===== src/rtl/seq_add64_ctrl_pkg.sv =====
// Shared constants and state encoding for the
// word-serial 64-bit adder/subtractor.
package seq_add64_ctrl_pkg;

   localparam int C_W     = 16;
   localparam int C_WORDS = 4;

   typedef enum logic [1:0] {
      IDLE = 2'b00,
      RUN  = 2'b01,
      DONE = 2'b10
   } state_t;

endpackage


===== src/rtl/seq_add64_ctrl_rca16.sv =====
// 16-bit ripple-carry adder shared by every word
// of the serial 64-bit operation.
module RCA16 (
   input  logic [15:0] a,
   input  logic [15:0] b,
   input  logic        carryInput,
   output logic [15:0] sum,
   output logic        carryOutput
);

   logic [16:0] w_c;

   // Single carry chain, bit 0 upward.
   always_comb begin
      w_c    = '0;
      sum    = '0;
      w_c[0] = carryInput;
      for (int i = 0; i < 16; i++) begin
         sum[i]   = a[i] ^ b[i] ^ w_c[i];
         w_c[i+1] = (a[i] & b[i]) | (w_c[i] & (a[i] ^ b[i]));
      end
      carryOutput = w_c[16];
   end

endmodule


===== src/rtl/seq_add64_ctrl.sv =====
// Word-serial 64-bit add/sub: one 16-bit adder
// reused over four RUN cycles, result on DONE.
module seq_add64_ctrl
   import seq_add64_ctrl_pkg::*;
#(
   parameter int WORDS = C_WORDS,
   parameter int W     = C_W
) (
   input  logic               clk,
   input  logic               rst,
   input  logic               start,
   input  logic               sub,
   input  logic [WORDS*W-1:0] a,
   input  logic [WORDS*W-1:0] b,
   output logic               busy,
   output logic               done,
   output logic [WORDS*W-1:0] sum,
   output logic               carryOutput,
   output logic               overflow
);

   localparam int IW = $clog2(WORDS);
   localparam int N  = WORDS * W;

   state_t           r_state;
   state_t           w_next;
   logic             w_busy;
   logic             w_done;

   logic [N-1:0]     r_a;
   logic [N-1:0]     r_b;
   logic             r_sub;
   logic [IW-1:0]    r_idx;
   logic             r_carry;
   logic [N-1:0]     r_part;
   logic [N-1:0]     r_sum;
   logic             r_co;
   logic             r_ov;

   logic             w_accept;
   logic             w_last;
   logic [W-1:0]     w_a_word;
   logic [W-1:0]     w_b_word;
   logic             w_cin;
   logic [W-1:0]     w_sum;
   logic             w_co;
   logic [N-1:0]     w_result;
   logic             w_b_msb;

   assign w_accept = (r_state == IDLE) & start;
   assign w_last   = (r_idx == IW'(WORDS - 1));
   assign w_a_word = r_a[r_idx*W +: W];
   assign w_b_word = r_b[r_idx*W +: W] ^ {W{r_sub}};
   assign w_cin    = (r_idx == '0) ? r_sub : r_carry;
   assign w_b_msb  = r_b[N-1] ^ r_sub;

   RCA16 u_rca (
      .a           (w_a_word),
      .b           (w_b_word),
      .carryInput  (w_cin),
      .sum         (w_sum),
      .carryOutput (w_co)
   );

   // Full result with the word being computed now spliced in.
   always_comb begin
      w_result                 = r_part;
      w_result[r_idx*W +: W]   = w_sum;
   end

   // State register.
   always_ff @(posedge clk) begin
      if (rst) r_state <= IDLE;
      else     r_state <= w_next;
   end

   // Next state and status outputs.
   always_comb begin
      w_next = r_state;
      w_busy = 1'b1;
      w_done = 1'b0;
      unique case (r_state)
         IDLE: begin
            w_busy = 1'b0;
            if (start) w_next = RUN;
         end
         RUN: begin
            if (w_last) w_next = DONE;
         end
         DONE: begin
            w_done = 1'b1;
            w_next = IDLE;
         end
         default: begin
            w_busy = 1'b0;
            w_next = IDLE;
         end
      endcase
   end

   // Operand latch, per-word datapath and result registers.
   always_ff @(posedge clk) begin
      if (rst) begin
         r_a     <= '0;
         r_b     <= '0;
         r_sub   <= 1'b0;
         r_idx   <= '0;
         r_carry <= 1'b0;
         r_part  <= '0;
         r_sum   <= '0;
         r_co    <= 1'b0;
         r_ov    <= 1'b0;
      end else if (w_accept) begin
         r_a   <= a;
         r_b   <= b;
         r_sub <= sub;
         r_idx <= '0;
      end else if (r_state == RUN) begin
         r_part[r_idx*W +: W] <= w_sum;
         r_carry              <= w_co;
         r_idx                <= r_idx + 1'b1;
         if (w_last) begin
            r_sum <= w_result;
            r_co  <= w_co;
            r_ov  <= ~(r_a[N-1] ^ w_b_msb) & (w_sum[W-1] ^ r_a[N-1]);
         end
      end
   end

   assign busy        = w_busy;
   assign done        = w_done;
   assign sum         = r_sum;
   assign carryOutput = r_co;
   assign overflow    = r_ov;

endmodule


===== config.mk =====
export PLATFORM = sky130hd
export DESIGN_NAME = seq_add64_ctrl
export DESIGN_NICKNAME = d
export VERILOG_FILES = /design/src/rtl/seq_add64_ctrl_pkg.sv /design/src/rtl/seq_add64_ctrl_rca16.sv /design/src/rtl/seq_add64_ctrl.sv
export SDC_FILE = /design/constraint.sdc
export NUM_CORES = 1
export LEC_CHECK = 0
export ABC_AREA = 1
export CAP_MARGIN = 20
export CORE_MARGIN = 2
export CORE_UTILIZATION = 45
export CTS_BUF_LIST = sky130_fd_sc_hd__clkbuf_8
export DETAILED_ROUTE_END_ITERATION = 10
export GPL_TIMING_DRIVEN = 0
export PLACE_DENSITY = 0.8
export SYNTH_ARGS = -nofsm -noshare
export SYNTH_HDL_FRONTEND = slang
export SYNTH_SLANG_ARGS = --single-unit

===== constraint.sdc =====
create_clock -name clk -period 10.7 [get_ports clk]
set_input_delay 2.14 -clock clk [delete_from_list [all_inputs] [get_ports clk]]
set_output_delay 2.14 -clock clk [all_outputs]
set_load 0.05 [all_outputs]

=== Word level (Yosys, flattened, before mapping) ===
Index checks and enable logic that the tools add are counted.

* $add $sub $neg: 2
* Equality and inequality tests: 5
* Shift-type cells: 4
* Muxes and demuxes: 7
* Bitwise gates (word level): 88
* Reduce and logical (&&, ||, !) cells: 7

{| class="wikitable"
|+ Operators with widths
! operator !! count
|-
| $shiftx 64x7->16 || 2
|-
| $bwmux 64 || 1
|-
| $shift 16x34->64 const A || 1
|-
| $shiftx 16x34->64 || 1
|-
| $xor 1x1->1 || 35
|-
| $and 1x1->1 || 34
|-
| $neg 6->34 || 1
|-
| $or 1x1->1 || 16
|-
| $xor 16x16->16 || 1
|-
| $eq 2x2->1 const B || 2
|-
| $logic_not 2->1 || 2
|-
| $mux 2 || 2
|-
| $ne 2x2->1 const B || 2
|-
| $pmux 2 s2 || 1
|-
| $reduce_and 2->1 || 2
|-
| $reduce_or 2->1 || 2
|-
| $mux 1 || 3
|-
| $reduce_and 3->1 || 1
|-
| $add 2x1->2 const B || 1
|-
| $eq 2x1->1 const B || 1
|-
| $not 1->1 || 2
|}

* Flip-flop bits (word level): 264
* Bits of input ports: 132
* Output and inout bits: 68
* Word-level logic and storage cells: 123

=== Longest topological paths before layout ===
Gate-level depths: netlist (run 1).

* Word-level depth: 36
* Mapped depth: 31

=== Hierarchy ===
Synthesis (run 1) repeated with hierarchy kept, for this count alone.

* Cells, all modules: 1712
* Area total of the unflattened synthesis: 11718.7 um^2

{| class="wikitable"
|+ By module, submodules not included
! module !! instances !! cells each !! area an instance (um^2)
|-
| seq_add64_ctrl || 1 || 1686 || 11360.9
|-
| RCA16 || 1 || 26 || 357.8
|}

=== Worst setup path before layout (run 1) ===
No wires, ideal clock.

* Kind: register to register
* From: register r_idx[0]
* To: register r_part[63]
* Arrival time: 7.875 ns
* Setup slack: 2.769 ns
* Cell stages (with the launch flop): 32
* Path through: dfxtp_1 -> inv_1 -> buf_2 -> buf_1 -> ha_1 -> buf_2 -> inv_1 -> buf_4 -> nand2_1 -> o21ai_0 -> fa_1 -> fa_1 -> fa_1 -> fa_1 -> fa_1 -> fa_1 -> fa_1 -> fa_1 -> fa_1 -> fa_1 -> fa_1 -> fa_1 -> fa_1 -> inv_1 -> fa_1 -> fa_1 -> fa_1 -> nor3_1 -> nand2_1 -> nand3_1 -> nand2_1 -> inv_1

* Longest elaborated chain between the ends: 36
* Elaborated cells on any way between the ends: 86
* Those cells by class: add/sub: 1; shift: 4; mux: 2; bitwise: 78; reduce/logical: 1

{| class="wikitable"
|+ RTL lines
! what !! RTL line !! text
|-
| from (decl) || seq_add64_ctrl.sv:33 || <nowiki>logic [IW-1:0] r_idx;</nowiki>
|-
| from (signal assigned) || seq_add64_ctrl.sv:121 || <nowiki>r_idx <= r_idx + 1'b1;</nowiki>
|-
| $shiftx 64x7->16 || seq_add64_ctrl.sv:53 || <nowiki>assign w_b_word = r_b[r_idx*W +: W] ^ {W{r_sub}};</nowiki>
|-
| $xor 16x16->16 || seq_add64_ctrl.sv:53 ||
|-
| $xor 1x1->1 || seq_add64_ctrl_rca16.sv:19, seq_add64_ctrl_rca16.sv:20 ||
|-
| $and 1x1->1 || seq_add64_ctrl_rca16.sv:20 || <nowiki>w_c[i+1] = (a[i] & b[i]) | (w_c[i] & (a[i] ^ b[i]));</nowiki>
|-
| $or 1x1->1 || seq_add64_ctrl_rca16.sv:20 ||
|-
| $and 1x1->1 || seq_add64_ctrl_rca16.sv:20 ||
|-
| $or 1x1->1 || seq_add64_ctrl_rca16.sv:20 ||
|-
| $and 1x1->1 || seq_add64_ctrl_rca16.sv:20 ||
|-
| [... 20 more ...] || n/a ||
|-
| $or 1x1->1 || seq_add64_ctrl_rca16.sv:20 ||
|-
| $and 1x1->1 || seq_add64_ctrl_rca16.sv:20 ||
|-
| $or 1x1->1 || seq_add64_ctrl_rca16.sv:20 ||
|-
| $and 1x1->1 || seq_add64_ctrl_rca16.sv:20 ||
|-
| $or 1x1->1 || seq_add64_ctrl_rca16.sv:20 ||
|-
| $xor 1x1->1 || seq_add64_ctrl_rca16.sv:19 || <nowiki>sum[i] = a[i] ^ b[i] ^ w_c[i];</nowiki>
|-
| $shiftx 16x34->64 || seq_add64_ctrl.sv:119 || <nowiki>r_part[r_idx*W +: W] <= w_sum;</nowiki>
|-
| $bwmux 64 * || seq_add64_ctrl.sv:119 ||
|-
| to (signal, indexed assignment) || seq_add64_ctrl.sv:119 ||
|-
| to (decl) || seq_add64_ctrl.sv:35 || <nowiki>logic [N-1:0] r_part;</nowiki>
|}

Mark *: on every way between the ends. The rest lies on a longest branch, timed or not.
A chain may end at the register's enable or synchronous reset.

=== Worst setup path after layout (run 1) ===
Same ends and word-level chain as after synthesis.

==> results of run 1 <==
critical path, delay by kind of cell, from the launching register on:
kind,cells,cell delay (ns)
compound gates,1,0.10
fa+ha+maj,17,6.35
buf+inv,8,1.57
flops,1,0.38
simple gates,5,0.74
cell usage in the layout, fill, tap and decap left out:
cell type        count
buf_1                6
o21ai_0            167
ha_1                10
clkbuf_8            54
nand2_1            336
o22ai_1             13
nor2_2               1
inv_2                4
xor2_1              16
clkbuf_1            59
bufinv_16            1
nand2_2              2
clkbuf_2             1
clkinv_1             1
nor2_4               1
nor2_1             539
clkdlybuf4s50_1    199
dfxtp_1            264
a21oi_1             27
clkinv_2             3
clkinvlp_4           1
o22a_1               2
fa_1                16
nor3_1               3
o211ai_1            32
inv_1              171
buf_2               46
inv_6                2
nand3_1            147
buf_4               13
power by group:
part / internal [W] / switching [W]
clock: 0.000478 / 0.000403
sequential: 0.00124 / 0.000136
combinational: 0.000598 / 0.00111
synth_stat cells:
cell type,n,area share
nor2_4,1,0.00091
nor2_1,539,0.16
fa_1,16,0.026
buf_1,6,0.0018
buf_4,13,0.0078
nand3_1,147,0.059
nor2_2,1,0.00050
xor2_1,16,0.011
nand2_2,2,0.0010
a21oi_1,27,0.011
buf_2,46,0.019
nor3_1,3,0.0012
o22ai_1,13,0.0065
dfxtp_1,264,0.42
o211ai_1,32,0.019
inv_1,160,0.048
o21ai_0,167,0.067
ha_1,10,0.010
clkinv_1,1,0.00030
clkbuf_2,1,0.00040
nand2_1,336,0.10
clkbuf_1,59,0.018
inv_2,4,0.0012
o22a_1,2,0.0014
worst min-delay path by stage:
| stage | startpoint | endpoint | slack, ns | cells past startpoint |
|---|---|---|---|---|
| floorplan | r_a[14] | r_a[14] | 0.45 | 2 |
| global placement | r_a[44] | r_a[44] | 0.46 | 2 |
| detailed placement | r_a[40] | r_a[40] | 0.47 | 2 |
| CTS | r_a[40] | r_a[40] | 0.48 | 2 |
| global route | r_a[41] | r_a[41] | 0.50 | 2 |
| finish | r_a[40] | r_a[40] | 0.48 | 2 |
cell type report:
| type | count | area, um2 | area share |
|---|---|---|---|
| multi-input combinational | 1312 | 5960 | 0.379 |
| sequential | 264 | 5290 | 0.336 |
| timing repair buffer | 199 | 1990 | 0.127 |
| clock buffer | 54 | 743 | 0.0473 |
| inverter | 165 | 619 | 0.0394 |
| buffer | 125 | 577 | 0.0367 |
| tap | 341 | 427 | 0.0271 |
| clock inverter | 18 | 111 | 0.00709 |
layer usage:
metal	up-vias	GRT usage	part of all wire
li1	6308	-	-
met1	5835	0.322	0.41
met2	559	0.453	0.48
met3	104	0.0391	0.071
met4	0	0.105	0.037
met5	-	0	0
flip-flops by register name (all words and copies together) (netlist names):
register	cells
r_a	64
r_b	64
r_part	64
sum	64
r_idx	2
r_state	2
carryOutput	1
overflow	1
r_carry	1
r_sub	1
logic make-up (layout without fill, tap and decap cells):
group / Yosys count / in the layout / synth area share
AND/OR/NAND/NOR: 1029 / 1029 / 0.327
buffers and inverters: 290 / 561 / 0.0961
flip-flops: 264 / 264 / 0.425
AO/OA/AOI/OAI: 241 / 241 / 0.105
adder cells (fa/ha/maj): 26 / 26 / 0.0358
XOR/XNOR: 16 / 16 / 0.0113
stage by stage:
step           power, W   util  setup WS, ns
2_1_floorplan   0.00253      -          2.77
3_3_place_gp    0.00299  0.550          1.98
3_5_place_dp    0.00305  0.550          1.81
4_1_cts         0.00394  0.581          1.77
5_1_grt         0.00423  0.581          1.24
6_report        0.00397  0.581          1.49
==> flow_summary.toml, run 1 <==
[clock_network]
cts_tree = "done"
cts.repair.resized = 0
cts_hold_buf = 0
clockBufferDepth = 3
clock_latency_ns = 0.58
clk_pin_slew_ns = 0.06
htree_num_levels = 2
numCtsBuffers = 43
cts-root-buf = "clkbuf_8"
postCtsSetupBuffers = 0
cts_sinks = 264

[timing]
setup_tns_ns = 0
max_freq_mhz = 109
setup_viol = 0
fin_skew_ns = 0.0385
hold_ws_ns = 0.479
min_period_ns = 9.21
final_max_slew_viol_count = 0
worst_pin_slew_ns = 0.691
hold_viol = 0
rsz0062_at_grt = "no"
slew_headroom = 0.539
min_period_over_period = 0.861

[power]
vdd_ir_drop_max_v = 0.000138
power_leakage_nw = 7.06
powerDensity_nw_per_um2 = 253

[drt]
ant_nets = 0
dr.pass1.iters = 7
drc = 0
routedWlPerCell_um = 15.3
vias = 12800
viasPerCell = 5.17
drt_iter0_markers = 1394
wirelength_mm = 37.9

[setup_path]
crit_start = "r_idx[0]"
reg2reg_from = "r_idx[0]"
critical_path.slowest_cell = "fa_1"
worstPathRequired_ns = 11.20
reg2reg_to = "r_part[63]"
cp-start-kind = "flop"
r2r_slack_ns = 1.49
worst-r2r-cell-count = 31
crit_end = "r_part[63]"
arrival_ns = 9.71
critPathCaptureType = "flop"
cpPeakStageDelay_ns = 0.53
crit_path_frequent_cell = "fa_1"
crit_type = "flop to flop"
critical_path_peak_fanout = 12

[global_routing]
grt_overflow_total = 0
grt_antenna_before_repair = 0
grt_use_total = 0.260
grt_pass1_wl_mm = 59.6
grt_max_degree = 13
grt_pass1_vias = 12000

[placement]
placed_cell_area_um2 = 14900
gp_congestion = 1.02
io_buffers = 199
dp_hpwl_mm = 28.9
placed_cells = 2406

[final_layout]
n_fill_cell = 2576
fin_cells = 2478
insertedDiodeCount = 0
postLayoutCellArea_um2 = 15700
drive_gt1_frac = 0.0604
syn_to_final_growth_pct = 26.3
finalNetCount = 2268

[floorplan]
rows = 60
dieHeight_um = 170
die_w_um = 170
ioPinCount = 200
core_um2 = 27000
fp.dieArea_um2 = 29000
initial_utilization = 0.460

[synth]
syn_area_per_cell_um2 = 6.67
ys_warn_count = 0
synthCells = 1866
ys_ff_latch = 264
syn_nets = 2024
syn_area_um2 = 12400
seq_area_frac_synth = 0.425
ys_types = 24

[run]
drv_cap = 0

[min_path]
hold_path_class = "flop to flop"

[outcome]
status = "complete, no violations"
No activity file was read; power rests on OpenSTA's default activity.
==> inputs of run 2 (changes only) <==
--- a/config.mk
+++ b/config.mk
@@ -10,6 +10,7 @@
 export CORE_MARGIN = 2
 export CORE_UTILIZATION = 45
 export CTS_BUF_LIST = sky130_fd_sc_hd__clkbuf_8
+export CTS_CLUSTER_DIAMETER = 150
 export DETAILED_ROUTE_END_ITERATION = 10
 export GPL_TIMING_DRIVEN = 0
 export PLACE_DENSITY = 0.8
==> results of run 2 <==
Same layout as run 1: the final DEF is identical, and so are final timing and power.
==> inputs of run 3 (changes only) <==
--- a/config.mk
+++ b/config.mk
@@ -6,6 +6,7 @@
 export NUM_CORES = 1
 export LEC_CHECK = 0
 export ABC_AREA = 1
+export ABC_CLOCK_PERIOD_IN_PS = 10700
 export CAP_MARGIN = 20
 export CORE_MARGIN = 2
 export CORE_UTILIZATION = 45
@@ -14,6 +15,7 @@
 export DETAILED_ROUTE_END_ITERATION = 10
 export GPL_TIMING_DRIVEN = 0
 export PLACE_DENSITY = 0.8
+export SLEW_MARGIN = 20
 export SYNTH_ARGS = -nofsm -noshare
 export SYNTH_HDL_FRONTEND = slang
 export SYNTH_SLANG_ARGS = --single-unit
==> results of run 3 <==
Same layout as run 1: the final DEF is identical, and so are final timing and power.
